[src/rtl/mips_branch_pkg.sv]
// Shared definitions for MIPS branch resolution and prediction: op encodings,
// 2-bit counter states and the saturating counter update.
package mips_branch_pkg;

    typedef enum logic [2:0] {
        BR_NONE = 3'd0,
        BR_BEQ  = 3'd1,
        BR_BNE  = 3'd2,
        BR_BLEZ = 3'd3,
        BR_BGTZ = 3'd4,
        BR_BLTZ = 3'd5,
        BR_BGEZ = 3'd6,
        BR_RSVD = 3'd7
    } br_op_e;

    localparam logic [1:0] SNT = 2'd0;
    localparam logic [1:0] WNT = 2'd1;
    localparam logic [1:0] WT  = 2'd2;
    localparam logic [1:0] ST  = 2'd3;

    function automatic logic [1:0] satNext(input logic [1:0] ctr, input logic taken);
        logic [1:0] nxt;
        nxt = ctr;
        if (taken) begin
            if (ctr != ST) nxt = ctr + 2'd1;
        end else begin
            if (ctr != SNT) nxt = ctr - 2'd1;
        end
        return nxt;
    endfunction

endpackage

[src/rtl/bht_2bit.sv]
// Branch history table of 2-bit saturating counters with a combinational read
// port and a single synchronous update port.
module bht_2bit
    import mips_branch_pkg::*;
#(
    parameter int         ENTRIES  = 16,
    parameter int         IDX_BITS = $clog2(ENTRIES),
    parameter logic [1:0] CNT_INIT = WNT
) (
    input  logic                clk_i,
    input  logic                rst_i,
    input  logic [IDX_BITS-1:0] rdIdx_i,
    output logic                rdTaken_o,
    input  logic                updEn_i,
    input  logic [IDX_BITS-1:0] updIdx_i,
    input  logic                updTaken_i
);

    logic [1:0] ctr_q [ENTRIES];
    logic [1:0] ctr_d [ENTRIES];

    // Read straight from the registered array, so a same-cycle update is not bypassed.
    assign rdTaken_o = ctr_q[rdIdx_i][1];

    always_comb begin
        ctr_d = ctr_q;
        if (updEn_i) begin
            ctr_d[updIdx_i] = satNext(ctr_q[updIdx_i], updTaken_i);
        end
    end

    always_ff @(posedge clk_i or posedge rst_i) begin
        if (rst_i) begin
            for (int i = 0; i < ENTRIES; i++) begin
                ctr_q[i] <= CNT_INIT;
            end
        end else begin
            ctr_q <= ctr_d;
        end
    end

endmodule

[src/rtl/branch_predict_unit.sv]
// EX-stage branch resolution, mispredict/redirect generation, BHT training and
// saturating branch statistics; fetch-side prediction comes from bht_2bit.
module branch_predict_unit
    import mips_branch_pkg::*;
#(
    parameter int         DATA_WIDTH  = 32,
    parameter int         PC_WIDTH    = 32,
    parameter int         BHT_ENTRIES = 16,
    parameter logic [1:0] CNT_INIT    = 2'b01,
    parameter int         STAT_WIDTH  = 16
) (
    input  logic                  clk,
    input  logic                  reset,
    input  logic [PC_WIDTH-1:0]   if_pc,
    output logic                  if_predict_taken,
    input  logic                  ex_valid,
    input  logic                  ex_stall,
    input  logic [2:0]            ex_branch_op,
    input  logic [DATA_WIDTH-1:0] ex_rs_data,
    input  logic [DATA_WIDTH-1:0] ex_rt_data,
    input  logic [PC_WIDTH-1:0]   ex_pc,
    input  logic [PC_WIDTH-1:0]   ex_pc_plus4,
    input  logic [PC_WIDTH-1:0]   ex_target,
    input  logic                  ex_pred_taken,
    output logic                  ex_taken,
    output logic                  mispredict,
    output logic [PC_WIDTH-1:0]   redirect_pc,
    output logic [STAT_WIDTH-1:0] branch_count,
    output logic [STAT_WIDTH-1:0] mispredict_count
);

    localparam int IDX_BITS = $clog2(BHT_ENTRIES);

    logic                  isBranch;
    logic                  cond;
    logic                  rsNeg;
    logic                  rsZero;
    logic                  updEn;
    logic                  unusedPcBits;
    logic [STAT_WIDTH-1:0] branchCnt_q, branchCnt_d;
    logic [STAT_WIDTH-1:0] mispCnt_q, mispCnt_d;

    assign rsNeg  = ex_rs_data[DATA_WIDTH-1];
    assign rsZero = (ex_rs_data == '0);

    // Signed compares against zero reduce to sign bit and zero detect.
    always_comb begin
        cond     = 1'b0;
        isBranch = 1'b0;
        case (br_op_e'(ex_branch_op))
            BR_BEQ:  begin isBranch = 1'b1; cond = (ex_rs_data == ex_rt_data); end
            BR_BNE:  begin isBranch = 1'b1; cond = (ex_rs_data != ex_rt_data); end
            BR_BLEZ: begin isBranch = 1'b1; cond = rsNeg | rsZero;             end
            BR_BGTZ: begin isBranch = 1'b1; cond = ~rsNeg & ~rsZero;           end
            BR_BLTZ: begin isBranch = 1'b1; cond = rsNeg;                      end
            BR_BGEZ: begin isBranch = 1'b1; cond = ~rsNeg;                     end
            default: begin isBranch = 1'b0; cond = 1'b0;                       end
        endcase
        isBranch = isBranch & ex_valid;
    end

    assign ex_taken    = isBranch & cond;
    assign mispredict  = isBranch & (ex_taken != ex_pred_taken);
    assign redirect_pc = ex_taken ? ex_target : ex_pc_plus4;
    assign updEn       = isBranch & ~ex_stall;

    assign unusedPcBits = ^{if_pc, ex_pc};

    bht_2bit #(
        .ENTRIES  (BHT_ENTRIES),
        .IDX_BITS (IDX_BITS),
        .CNT_INIT (CNT_INIT)
    ) uBht (
        .clk_i      (clk),
        .rst_i      (reset),
        .rdIdx_i    (if_pc[IDX_BITS+1:2]),
        .rdTaken_o  (if_predict_taken),
        .updEn_i    (updEn),
        .updIdx_i   (ex_pc[IDX_BITS+1:2]),
        .updTaken_i (ex_taken)
    );

    // Statistics hold at all-ones rather than wrapping.
    always_comb begin
        branchCnt_d = branchCnt_q;
        mispCnt_d   = mispCnt_q;
        if (updEn) begin
            if (~&branchCnt_q) branchCnt_d = branchCnt_q + STAT_WIDTH'(1);
            if (mispredict && ~&mispCnt_q) mispCnt_d = mispCnt_q + STAT_WIDTH'(1);
        end
    end

    always_ff @(posedge clk or posedge reset) begin
        if (reset) begin
            branchCnt_q <= '0;
            mispCnt_q   <= '0;
        end else begin
            branchCnt_q <= branchCnt_d;
            mispCnt_q   <= mispCnt_d;
        end
    end

    assign branch_count     = branchCnt_q;
    assign mispredict_count = mispCnt_q;

endmodule
[config.mk]
export PLATFORM = sky130hd
export DESIGN_NAME = branch_predict_unit
export DESIGN_NICKNAME = d
export VERILOG_FILES = /design/src/rtl/mips_branch_pkg.sv /design/src/rtl/bht_2bit.sv /design/src/rtl/branch_predict_unit.sv
export SDC_FILE = /design/constraint.sdc
export NUM_CORES = 1
export LEC_CHECK = 0
export BUFFER_PORTS_ARGS = -buffer_cell sky130_fd_sc_hd__buf_2
export CAP_MARGIN = 20
export CORE_AREA = 2 2 104 106
export CTS_CLUSTER_DIAMETER = 200
export DETAILED_ROUTE_END_ITERATION = 10
export DIE_AREA = 0 0 106 108
export PLACE_DENSITY = 0.76
export SYNTH_ARGS = -nofsm -noshare
export SYNTH_HDL_FRONTEND = slang
export SYNTH_SLANG_ARGS = --single-unit
[constraint.sdc]
create_clock -name clk -period 5.7 [get_ports clk]
set_input_delay 0.855 -clock clk [delete_from_list [all_inputs] [get_ports clk]]
set_output_delay 0.855 -clock clk [all_outputs]
set_load 0.03 [all_outputs]
# After elaboration in Yosys (flattened, before gate mapping)
# Cells that the tools add are included.
# classes
n_bitwise	12
n_reduce_logical	10
magnitude_cmp	3
mux	16
eq_ne	10
add_sub_neg	4
# ops
cell	count
16-bit by 1-bit adder with 16-bit output (second input constant)	2
32-bit bitwise mux	1
32-bit equality test	1
32-bit logical NOT	1
32-bit 2-to-1 mux	1
32-bit inequality test	1
16-bit AND reduction	2
2-bit 2-to-1 mux	9
2-bit binary-select mux with 4-bit select	2
5-bit >= comparator (second input constant)	2
4-bit inverter with 5-bit output	2
3-bit equality test (second input constant)	3
2-bit demux with 4-bit select	1
3-bit by 2-bit equality test with 1-bit output (second input constant)	2
1-bit one-hot mux with 6 select lines	1
6-bit OR reduction	1
1-bit bitwise AND	5
5-bit by 1-bit < comparator with 1-bit output (second input constant)	1
1-bit inverter	4
2-bit AND reduction	2
3-bit by 1-bit equality test with 1-bit output (second input constant)	1
2-bit by 1-bit adder with 2-bit output (second input constant)	1
1-bit logical AND	2
2-bit inequality test (second input constant)	1
other kinds (6)	6
# word_totals
out_inout_bits	67
register_bits	64
in_bits	200

# Depth between registers and ports, before layout
# logic_depth
depth_word	9
mapped_depth	9
ltp_nobuf	9

# Modules after synthesis
# From an unflattened synthesis, not the netlist that was laid out.
# unflattened
hier_cells	377
area_unflattened_um2	4149.0
# modules_own_cells
mod	area_per_inst_um2	cells_per_inst	instances
branch_predict_unit	2428.6	248	1
bht_2bit	1720.4	129	1

# Worst setup path before layout
# Ideal clock, no wire load.
# synth_timing
kind	input to output
startpoint	in ex_rs_data[24]
endpoint	out redirect_pc[22]
t_required_ns	4.845
path_buffers	1
slack_ns	1.951
t_arrival_ns	2.894
cell_stages	7
path_cell_list	nor4_1 > nand4_1 > or4_1 > and3_1 > a31oi_4 > buf_2 > mux2_2
# synth_between
elab_chain_cells	6
# synth_rtl
item	line	rtl
start, declared	branch_predict_unit.sv:19	input logic [DATA_WIDTH-1:0] ex_rs_data,
32-bit logical NOT	branch_predict_unit.sv:44	assign rsZero = (ex_rs_data == '0);
1-bit inverter	branch_predict_unit.sv:54	BR_BGTZ: begin isBranch = 1'b1; cond = ~rsNeg & ~rsZero; end
1-bit bitwise AND	branch_predict_unit.sv:54	
1-bit one-hot mux with 6 select lines *	branch_predict_unit.sv:50	case (br_op_e'(ex_branch_op))
1-bit bitwise AND *	branch_predict_unit.sv:62	assign ex_taken = isBranch & cond;
named net ex_taken	branch_predict_unit.sv:25	output logic ex_taken,
32-bit 2-to-1 mux *	branch_predict_unit.sv:64	assign redirect_pc = ex_taken ? ex_target : ex_pc_plus4;
end, declared	branch_predict_unit.sv:27	output logic [PC_WIDTH-1:0] redirect_pc,
# The timed path passes the listed nets; every way through them passes the cells marked *.

# Worst setup path after layout
# layout_timing
startpoint	in ex_rs_data[15]
endpoint	out redirect_pc[4]
# layout_between
elab_chain_cells	6
# layout_rtl
item	line
32-bit logical NOT	branch_predict_unit.sv:44
1-bit inverter	branch_predict_unit.sv:54
1-bit bitwise AND	branch_predict_unit.sv:54
1-bit one-hot mux with 6 select lines *	branch_predict_unit.sv:50
1-bit bitwise AND *	branch_predict_unit.sv:62
32-bit 2-to-1 mux *	branch_predict_unit.sv:64
# Every way passes the cells marked *; elsewhere a longest branch is shown, timed or not.

==> flow_metrics.tcl <==
set metrics [dict create \
    tightest_slew_ns 0.776 \
    timing.rr.end "mispredict_count[12]$_DFFE_PP0P_" \
    die_area_mm2 0.0114 \
    ys_ff_latch 64 \
    final_area_mm2 0.00547 \
    final_cell_mix "210 x buf_2, 65 x mux2_2, 48 x dfrtp_1" \
    p_leak_nw 2.69 \
    cts_setup_buffers 0 \
    cp-start-kind "input pin" \
    post-place-ws_ns 1.36 \
    syn-num-nets 558 \
    grt_remaining_overflow 0 \
    cts_buffers 9 \
    antenna_found_initial 0 \
    power_density_mw_per_mm2 237 \
    instances_no_fill 710 \
    syn_area_per_cell_um2 11.5 \
    num_rows 37 \
    insertion_delay_ns 0.34 \
    synthXorXnorAreaFrac_pct 13.2 \
    antenna_left 0 \
    finalClockSkew_ns 0.0112 \
    max_stage_delay_ns 0.51 \
    io_buffers 210 \
    critPathSlowestCell "nor4_1" \
    drt_pass1_iterations 4 \
    slew_violations 0 \
    drv_cap 0 \
    cp_common_cell "buf_2" \
    start_util_pct 40.1 \
    period_share_pct 78.6 \
    crit_buf_inv 3 \
    r2r_start "mispredict_count[6]$_DFFE_PP0P_" \
    htree_num_levels 3 \
    pin_count 267 \
    finalHoldViolCount 0 \
    vias 3806 \
    yosys_warnings 0 \
    peakVddDrop_uv 302 \
    r2r_cells 8 \
    slew_headroom_pct 48.2 \
    synth.largest_area_cell "dfrtp_1" \
    synthMuxAreaShare_pct 26.6 \
    cts.sinks 64 \
    synth.area.top_cells "dfrtp_1 29%, mux2_2 18%, dfstp_2 10%, xnor2_1 9.4%, mux4_2 7.1%" \
    async_flop_share_pct 100 \
    final_common_cell "buf_2" \
    path_class "input pin to output pin" \
    netlist.area_leader.share_pct 29.3 \
    clockRootBuffer "clkbuf_8" \
    die_x_um 106 \
    worstPathRequired_ns 4.85 \
    syn_to_final_growth_pct 33.4 \
    synth-edff-count 0 \
    cts.hold.buffers_added 0 \
    cts_resized 0 \
    endpoint_kind "output pin" \
    track_usage_pct 25.1 \
    clkTransAtPathRegs_ns 0.07 \
    drt_wl_total_um 14300 \
    whs_endpoint "mispredict_count[5]$_DFFE_PP0P_" \
    hold_path.class "flip-flop to flip-flop" \
    fillers 913 \
    placed_area_mm2 0.00529 \
    hold_start "mispredict_count[5]$_DFFE_PP0P_" \
    fmax_mhz 223 \
    synth_compound_area_share_pct 1.62 \
    synth_area_mm2 0.00410 \
    drtIter0Drc 200 \
    synth_top_family_by_area "multiplexers" \
    cp_max_fo 35 \
    critical_path.top_delay_family "simple AND/OR/NAND/NOR gates" \
    gp_congestion 0.976 \
    holdPathStages 1 \
    vias_per_cell 5.36 \
    synthCells 356 \
    synthFlopType "dfrtp_1" \
    multi_input_area_mm2 0.00242 \
    yosysUniqueCellTypes 40 \
    setup_tns_ns 0 \
    route.detailed.drc 0 \
    r2r_slack_ns 3.14 \
    grt_max_degree 65 \
    synth_simple_gate_area_share_pct 16.3 \
    die_h_um 108 \
    setup-violations-final 0 \
    grt_pass1_wl_um 21000 \
    arrival_ns 3.62 \
    cts_tree "yes" \
    core_area_mm2 0.0102 \
    hpwl_um 12000 \
    synthAdderAreaFrac_pct 1.16 \
    cp_cell_sequence "buf_2, nor4_1, nand4_1, or4_1, and3_1, a31oi_4, buf_4, mux2_2, buf_2" \
    place_inst 693 \
    grt_pass1_vias 3818 \
    worst_slack_ns 1.22 \
    status "finished clean" \
    seq_area_mm2 0.00162 \
    grt_setup_unrepaired "no" \
    drive_above_1_share_pct 57.8 \
    num-nets-final 770 \
    yosysSeqAreaShare_pct 39.5 \
    fin_hold_ws_ns 0.488 \
    design_power_total_mw 1.30 \
    clockBufferDepth 2 \
    fin_util_pct 53.5 \
    wl_per_cell_um 20.2 \
    fin_crit_ns 4.48 \
]
-- state kept, by name (all words and copies together), names as in the netlist --
register and flops:
branch_count 16, uBht.ctr_q 32, mispredict_count 16
-- synth_stat cells (6+ instances only) --
| library cell | n |
|---|---|
| mux2_2 | 65 |
| dfstp_2 | 16 |
| buf_2 | 6 |
| nand2_1 | 18 |
| mux4_2 | 13 |
| nand3_1 | 13 |
| and3_1 | 16 |
| xor2_1 | 18 |
| dfrtp_1 | 48 |
| nor2_1 | 23 |
| xnor2_1 | 44 |
| nor4_1 | 10 |
| nor3_1 | 7 |
| nand4_1 | 15 |
-- metal layers --
metal	part of all wire [%]	GRT usage, %	up-vias
li1	-	-	1740
met1	48	37.6	1840
met2	42	36.2	205
met3	8.5	5.97	21
met4	1.8	7.52	0
met5	0	0	-
-- kinds of logic after synthesis --
kind of cell,Yosys count
AND/OR/NAND/NOR,124
multiplexers,81
flip-flops,64
XOR/XNOR,62
buffers and inverters,14
AO/OA/AOI/OAI,7
adder cells (fa/ha/maj),4
-- layout make-up --
class / instances / area share [%]
Tap cell: 136 / 3.11
Clock buffer: 10 / 2.51
Multi-Input combinational cell: 278 / 44.2
Sequential cell: 64 / 29.6
Antenna cell: 1 / 0.0457
Clock inverter: 6 / 0.823
Timing Repair Buffer: 212 / 19.5
Inverter: 3 / 0.206
-- worst reg2reg max path, cell delays in order, from the launching register on --
cell	delay, ns
dfrtp_1	0.43
and3_1	0.23
and3_1	0.21
and3_1	0.21
and3_1	0.19
a31oi_1	0.51
nand2_1	0.27
nor3_1	0.27
xor2_1	0.17
-- worst max path at each step --
stage | from | to | slack, ns | depth (start not counted)
2_1_floorplan | ex_rs_data[24] | redirect_pc[22] | 1.95 | 7
3_3_place_gp | ex_rs_data[15] | redirect_pc[6] | 1.33 | 9
3_5_place_dp | ex_rs_data[15] | redirect_pc[23] | 1.36 | 9
4_1_cts | ex_rs_data[15] | redirect_pc[23] | 1.36 | 9
5_1_grt | ex_rs_data[15] | redirect_pc[10] | 1.19 | 9
6_report | ex_rs_data[15] | redirect_pc[4] | 1.22 | 9
-- power breakdown --
part	leakage (nW)	internal, mW	switching, mW
clock	0.0845	0.170	0.181
combinational	1.79	0.159	0.244
sequential	0.823	0.501	0.0431
Note: power is estimated with default switching activity, not from simulation.
